`src/rtl/univ_shift_reg.sv`:
```
// Universal register: parallel load or N-position shift, one step per clock.
// Define ROTATE_EN to make mode 11 rotate right; otherwise it is a no-op.
module univ_shift_reg #(
  parameter int WIDTH = 8,
  parameter logic [WIDTH-1:0] RESET_VAL = '0,
  localparam int CW = $clog2(WIDTH + 1)
) (
  input  logic             clk,
  input  logic             rst,
  input  logic             cmd_valid,
  output logic             cmd_ready,
  input  logic [1:0]       cmd_mode,
  input  logic [CW-1:0]    cmd_count,
  input  logic [WIDTH-1:0] p_in,
  input  logic             s_in_l,
  input  logic             s_in_r,
  output logic [WIDTH-1:0] p_out,
  output logic             s_out_l,
  output logic             s_out_r,
  output logic             busy,
  output logic             done
);

  typedef enum logic [1:0] {
    IDLE,
    SHIFT,
    DONE
  } state_t;

  localparam logic [1:0] M_LOAD = 2'b00;
  localparam logic [1:0] M_SHR  = 2'b01;
  localparam logic [1:0] M_SHL  = 2'b10;
  localparam logic [1:0] M_ROR  = 2'b11;

  state_t           state, state_d;
  logic [WIDTH-1:0] data, data_d, stepped;
  logic [CW-1:0]    remaining, rem_d;
  logic [1:0]       mode, mode_d;
  logic             rot_ok;

`ifdef ROTATE_EN
  assign rot_ok = 1'b1;
`else
  // Without rotate, mode 11 is accepted but completes immediately.
  assign rot_ok = (cmd_mode != M_ROR);
`endif

  always_comb begin
    stepped = data;
    unique case (mode)
      M_SHR: stepped = {s_in_l, data[WIDTH-1:1]};
      M_SHL: stepped = {data[WIDTH-2:0], s_in_r};
`ifdef ROTATE_EN
      M_ROR: stepped = {data[0], data[WIDTH-1:1]};
`endif
      default: stepped = data;
    endcase
  end

  always_comb begin
    state_d = state;
    data_d  = data;
    rem_d   = remaining;
    mode_d  = mode;
    unique case (state)
      IDLE: begin
        if (cmd_valid) begin
          if (cmd_mode == M_LOAD) begin
            data_d  = p_in;
            state_d = DONE;
          end else if (cmd_count != '0 && rot_ok) begin
            mode_d  = cmd_mode;
            rem_d   = cmd_count;
            state_d = SHIFT;
          end else begin
            state_d = DONE;
          end
        end
      end
      SHIFT: begin
        data_d = stepped;
        rem_d  = remaining - CW'(1);
        if (remaining == CW'(1)) begin
          state_d = DONE;
        end
      end
      DONE: state_d = IDLE;
      default: state_d = IDLE;
    endcase
  end

  always_ff @(posedge clk) begin
    if (!rst) begin
      state     <= IDLE;
      data      <= RESET_VAL;
      remaining <= '0;
      mode      <= M_LOAD;
    end else begin
      state     <= state_d;
      data      <= data_d;
      remaining <= rem_d;
      mode      <= mode_d;
    end
  end

  assign cmd_ready = (state == IDLE);
  assign busy      = !cmd_ready;
  assign done      = (state == DONE);
  assign p_out     = data;
  assign s_out_l   = data[WIDTH-1];
  assign s_out_r   = data[0];

endmodule

```
`config.mk`:
```
export PLATFORM = sky130hd
export DESIGN_NAME = univ_shift_reg
export DESIGN_NICKNAME = d
export VERILOG_FILES = /design/src/rtl/univ_shift_reg.sv
export SDC_FILE = /design/constraint.sdc
export NUM_CORES = 1
export LEC_CHECK = 0
export BUFFER_PORTS_ARGS = -buffer_cell sky130_fd_sc_hd__buf_4
export CORE_AREA = 2 2 47 49
export DETAILED_ROUTE_END_ITERATION = 10
export DIE_AREA = 0 0 49 51
export HOLD_SLACK_MARGIN = 0.02
export PLACE_DENSITY = 0.81
export SYNTH_ARGS = -nofsm -noshare
export SYNTH_HDL_FRONTEND = slang
export SYNTH_SLANG_ARGS = --single-unit
```
`constraint.sdc`:
```
create_clock -name clk -period 3.51 [get_ports clk]
set_input_delay 0.1755 -clock clk [delete_from_list [all_inputs] [get_ports clk]]
set_output_delay 0.1755 -clock clk [all_outputs]
set_load 0.005 [all_outputs]
```
# ---- Yosys cells after proc, flatten, opt, wreduce, memory -nomap -nowiden
# Cells that the tools add are included.
dict set report totals {
  word_cells 41
  input_bits 19
  out_inout_bits 13
  reg_bits 16
}
dict set report op_classes {
  reduce_logical 10
  muxes 13
  addsub 1
  n_bitwise 1
  eq_ne 12
}
# op n
set op_table {}
lappend op_table {{case mux 8 bit (2 select lines)} 2}
lappend op_table {{2-to-1 mux 8 bit} 2}
lappend op_table {{2-to-1 mux 4 bit} 3}
lappend op_table {{AND reduction 4 bit} 3}
lappend op_table {{2-to-1 mux 2 bit} 4}
lappend op_table {{inequality test 2 bit (second input constant)} 4}
lappend op_table {{case mux 4 bit (2 select lines)} 1}
lappend op_table {{equality test 2 x 1 -> 1 bit (second input constant)} 2}
lappend op_table {{equality test 2 bit (second input constant)} 2}
lappend op_table {{equality test 4 x 1 -> 1 bit (second input constant)} 1}
lappend op_table {{logical NOT 2 bit} 2}
lappend op_table {{inequality test 2 x 1 -> 1 bit (second input constant)} 2}
lappend op_table {{case mux 2 bit (2 select lines)} 1}
lappend op_table {{nonzero test 4 bit} 1}
lappend op_table {{subtractor 4 x 1 -> 4 bit (second input constant)} 1}
lappend op_table {{inequality test 3 x 1 -> 1 bit (second input constant)} 1}
lappend op_table {{AND reduction 2 bit} 1}
lappend op_table {{nonzero test 2 bit} 1}
lappend op_table {{logical AND 1 bit} 1}
lappend op_table {{logical NOT 1 bit} 1}
lappend op_table {{inverter 1 bit} 1}

# ---- Longest topological paths before layout
dict set report depth {
  word_depth 6
  ltp_mapped 7
  ltp_nobuf 6
}

# ---- Worst setup path after synthesis
# OpenSTA, ideal clock, no wires.
dict set report synth_timing {
  path_kind {register to register}
  from {register mode[0]}
  to {register data[6], in the netlist p_out[6]}
  stages_incl_launch_ff 7
  path_slack_ns 2.208
  arrival_ns 1.232
  required_time_ns 3.440
  setup_time_ns 0.070
  n_path_buf 1
  synth_period_minus_slack_ns 1.302
  cell_sequence {dfxtp_1 -> inv_1 -> ha_1 -> clkbuf_2 -> mux2i_1 -> a211o_1 -> a21oi_1}
}
dict set report synth_via {
  elab_chain_cells 3
  elab_cells_between_ends 6
  cone_classes {3 x eq/ne; 2 x mux; 1 x reduce/logical}
}
# element line_no
set synth_rtl {}
lappend synth_rtl {{from (decl)} 38} ;# logic [1:0] mode, mode_d;
lappend synth_rtl {{from (signal assigned)} 102} ;# mode <= mode_d;
lappend synth_rtl {{equality test 2 bit / equality test 2 x 1 -> 1 bit (equally long branches)} 50} ;# unique case (mode)
lappend synth_rtl {{case mux 8 bit (2 select lines) / inequality test 3 x 1 -> 1 bit (equally long branches)} -}
lappend synth_rtl {{case mux 8 bit (2 select lines) / AND reduction 4 bit (equally long branches)} -}
lappend synth_rtl {{to (signal assigned)} 100} ;# data <= data_d;
lappend synth_rtl {{to (decl)} 36} ;# logic [WIDTH-1:0] data, data_d, stepped;
# Parallel ways exist; a longest one is shown, timed or not.
# A chain may end at the register's enable or synchronous reset.

# ---- Final worst setup path
dict set report layout_timing {
  from {register state[0]}
  to {register data[6], in the netlist p_out[6]}
}
dict set report layout_via {
  elab_chain_cells 3
  elab_cells_between_ends 8
  cone_classes {4 x eq/ne; 1 x mux; 3 x reduce/logical}
}
# element line_no
set layout_rtl {}
lappend layout_rtl {{from (decl)} 35} ;# state_t state, state_d;
lappend layout_rtl {{from (signal assigned)} 99} ;# state <= state_d;
lappend layout_rtl {{equality test 2 x 1 -> 1 bit / logical NOT 2 bit (equally long branches)} 65} ;# unique case (state)
lappend layout_rtl {{inequality test 3 x 1 -> 1 bit (no line) (tied with other cells)} -}
lappend layout_rtl {{AND reduction 4 bit (no line)} -}
# Parallel ways exist; a longest one is shown, timed or not.

==> metrics.md <==
| Metric | Value |
|---|---|
| Reported net switching power | `0.145 mW` |
| Setup Fix Bufs, Post-CTS | `0` |
| Iteration-0 DRC Markers | `28` |
| Depth of the CTS H-tree | `1` |
| Clock latency reported for the late side of the worst-skew pair | `280 ps` |
| Setup TNS | `0 ps` |
| Pins Over Slew Limit | `0` |
| Post-route insts no fill | `169` |
| Setup repair after global routing missed its margin | `false` |
| Critical setup path kind | `reg2reg` |
| Final setup margin | `1930 ps` |
| GRT Resource Usage Total | `0.202` |
| CTS tree | `built` |
| Fraction of final layout cells with drive strength greater than 1 | `0.305` |
| Routed wirelength normalized by instance count | `13.5 µm` |
| Required time of the critical path | `3740 ps` |
| Die X-Extent | `49 µm` |
| DR vias | `952` |
| Classification of the worst-slack hold path | `in2reg` |
| Sum of net half-perimeters after detailed placement | `1720 µm` |
| Crit Reg-Reg Startpoint | `state[0]` |
| Post-Route WL | `2280 µm` |
| GRT Residual Overflow | `0` |
| Total stage count of the critical path | `4` |
| Pin count of the biggest net entering global routing | `23` |
| Cell Rows | `17` |
| Startpoint Class | `flop` |
| Initial Util | `0.467` |
| Worst reg-to-reg setup slack | `1930 ps` |
| Average instance area after synthesis | `8.45 µm²` |
| Number of nets still failing antenna checks after routing | `0` |
| Critical path capture point type | `flop` |
| Cell chain of the critical path | `and2b_1, nor2_1, a211o_1, a21oi_1` |
| Clock sinks | `16` |
| Core Region | `2060 µm²` |
| Highest clock rate | `633 MHz` |
| Critical R2R Capture | `p_out[6]` |
| Number of DRC violations after detailed routing | `0` |
| Global-route wire length before repair | `3940 µm` |
| Power Dens Cells | `385 nW/µm²` |
| Capture point of the worst path | `p_out[6]` |
| DP Worst Slack | `1950 ps` |
| Quantity of hold-fixing buffers added after cts | `0` |
| Seq/Total Area, Yosys | `0.332` |
| Post-DR vias/cell | `5.63` |
| CP delay by family, top | `simple AND/OR/NAND/NOR gates` |
| Register share of total power | `0.461` |
| Hold violation count in the final report | `0` |
| Y dimension of the die | `51 µm` |
| Antenna violations before repair | `0` |
| Switching Fraction | `0.307` |
| Run status | `finished clean` |
| First-pass iteration count of the detailed router | `5` |
| Number of buffers added by the clock tree synthesis step | `3` |
| Worst clock skew on the final layout | `3.29 ps` |
| Shortest period the worst path allows | `1580 ps` |
| Leakage power summed over all cells | `0.476 nW` |
| Via count of the first global-routing pass | `955` |
| Worst-margin pin slew | `672 ps` |
| Longest individual stage delay on the worst path | `600 ps` |
| Cells after Synth | `114` |
| Yosys cell types | `34` |
| Gpl congestion | `0.860` |
| Die area | `2500 µm²` |
| Register bit count reported by yosys | `16` |
| Logic depth of the worst register-to-register path | `4` |
| Largest fanout of any net on the critical path | `22` |
| CP max-delay cell | `sky130_fd_sc_hd__and2b_1` |
| Combinational Power Share | `0.278` |
| Buffer depth of the longest clock path | `2` |
| Clock-pin slew of the registers on the worst-case setup and hold paths | `100 ps` |
| Area added between synthesis and finish | `27.1%` |
| Post-Syn Area | `963 µm²` |
| Mapped Nets | `136` |
| Warning count from the yosys run | `0` |
| Setup Viol. Count Final | `0` |
| Placed Cells incl. Taps | `165` |
| Layout net count | `164` |
| Hold Slack | `116 ps` |
| Clk Tree Root Cell | `sky130_fd_sc_hd__clkbuf_4` |
| Max-capacitance violation count | `0` |
| Max-Slew Margin vs Limit | `0.552` |
| Top-Level Pins | `32` |
| Internal Pwr Total | `0.327 mW` |
| Buffer and inverter count on the worst path | `0` |
| Quantity of gates resized following cts | `0` |
| Clock network power share | `0.261` |
| IO Port Bufs | `31` |
| Worst Path Arrival | `1810 ps` |
| Final period util | `0.450` |
| Highest ir drop seen on vdd | `262 µV` |
| Ant diodes | `0` |
| Crit path from | `state[0]` |
| Number of fill cells | `198` |
-- worst min-delay path by stage --
stage	cells past startpoint	to	slack (ps)	start
2_1_floorplan	1	mode[0]	270	cmd_mode[1]
3_3_place_gp	2	mode[0]	400	cmd_mode[1]
3_5_place_dp	2	mode[0]	420	cmd_mode[1]
4_1_cts	2	mode[0]	110	cmd_mode[1]
5_1_grt	2	mode[0]	110	cmd_mode[1]
6_report	2	mode[0]	120	cmd_mode[1]
-- kinds of logic after synthesis --
family,Yosys count,share of synthesized area
fa+ha+maj,3,0.0390
mux,8,0.0831
flops,16,0.332
xor+xnor,1,0.0169
simple gates,39,0.236
buf+inv,14,0.0675
compound gates,33,0.225
-- per-layer routing --
layer,track usage,up-vias,wire length [µm]
met4,0.0857,0,35
met1,0.224,441,941
li1,-,467,-
met2,0.370,38,1150
met3,0.0497,6,155
met5,0,-,0
-- cell usage after synthesis (all sizes together) --
cell type / n / area (µm²)
a211o: 2 / 17.5
a211oi: 1 / 12.5
a21oi: 8 / 40.0
a311oi: 1 / 8.76
a31oi: 2 / 12.5
a32oi: 1 / 8.76
and2b: 1 / 7.51
and4: 1 / 11.3
buf: 6 / 33.8
clkbuf: 2 / 8.75
dfxtp: 16 / 320
ha: 3 / 37.5
inv: 6 / 22.5
mux2i: 8 / 80.1
nand2: 13 / 48.8
nand2b: 2 / 12.5
nand3: 8 / 40.0
nand4: 1 / 6.26
nor2: 5 / 18.8
nor2b: 2 / 12.5
nor3: 1 / 16.3
nor3b: 2 / 15.0
nor4: 1 / 12.5
nor4b: 1 / 15.0
o211ai: 6 / 45.0
o21ai: 10 / 53.8
o32ai: 2 / 17.5
or4: 1 / 11.3
xor2: 1 / 16.3
-- flip-flops by register name, indices dropped and copies added, names as in the netlist --
signal / cells
remaining: 4
p_out: 8
mode: 2
state: 2
-- layout make-up --
class,count,area [µm²],share of cell area
Sequential cell,16,320,0.261
Tap cell,28,35.0,0.0286
Inverter,6,22.5,0.0184
Timing Repair Buffer,31,233,0.190
Clock buffer,4,36.3,0.0296
Multi-Input combinational cell,84,578,0.472
-- layout by cell type (no fill, tap or decap), types with 4 or more instances in the layout --
cell type / n
sky130_fd_sc_hd__a21oi_1: 8
sky130_fd_sc_hd__buf_4: 31
sky130_fd_sc_hd__dfxtp_1: 16
sky130_fd_sc_hd__inv_1: 6
sky130_fd_sc_hd__mux2i_1: 8
sky130_fd_sc_hd__nand2_1: 13
sky130_fd_sc_hd__nand3_1: 8
sky130_fd_sc_hd__nor2_1: 5
sky130_fd_sc_hd__o211ai_1: 6
sky130_fd_sc_hd__o21ai_0: 5
sky130_fd_sc_hd__o21ai_1: 4
-- stage by stage --
stage	utilization	power (mW)	instance area (µm²)
after global placement	0.576	0.346	1190
after floorplan	-	0.301	963
after global routing	0.594	0.500	1220
final	0.594	0.471	1220
after detailed placement	0.576	0.352	1190
after CTS	0.594	0.471	1220
-- worst reg2reg max path: stages, from the launching register on --
cell	delay, ps
sky130_fd_sc_hd__dfxtp_1	440
sky130_fd_sc_hd__and2b_1	600
sky130_fd_sc_hd__nor2_1	90
sky130_fd_sc_hd__a211o_1	290
sky130_fd_sc_hd__a21oi_1	110
-- power by group through the flow --
stage                     clock, mW  combinational, mW  sequential (mW)
after global placement            0              0.126            0.220
after floorplan                   0             0.0834            0.218
after global routing          0.133              0.146            0.220
after CTS                     0.123              0.131            0.217
after detailed placement          0              0.131            0.221
final                         0.123              0.131            0.217
Note: power is estimated with default switching activity, not from simulation.
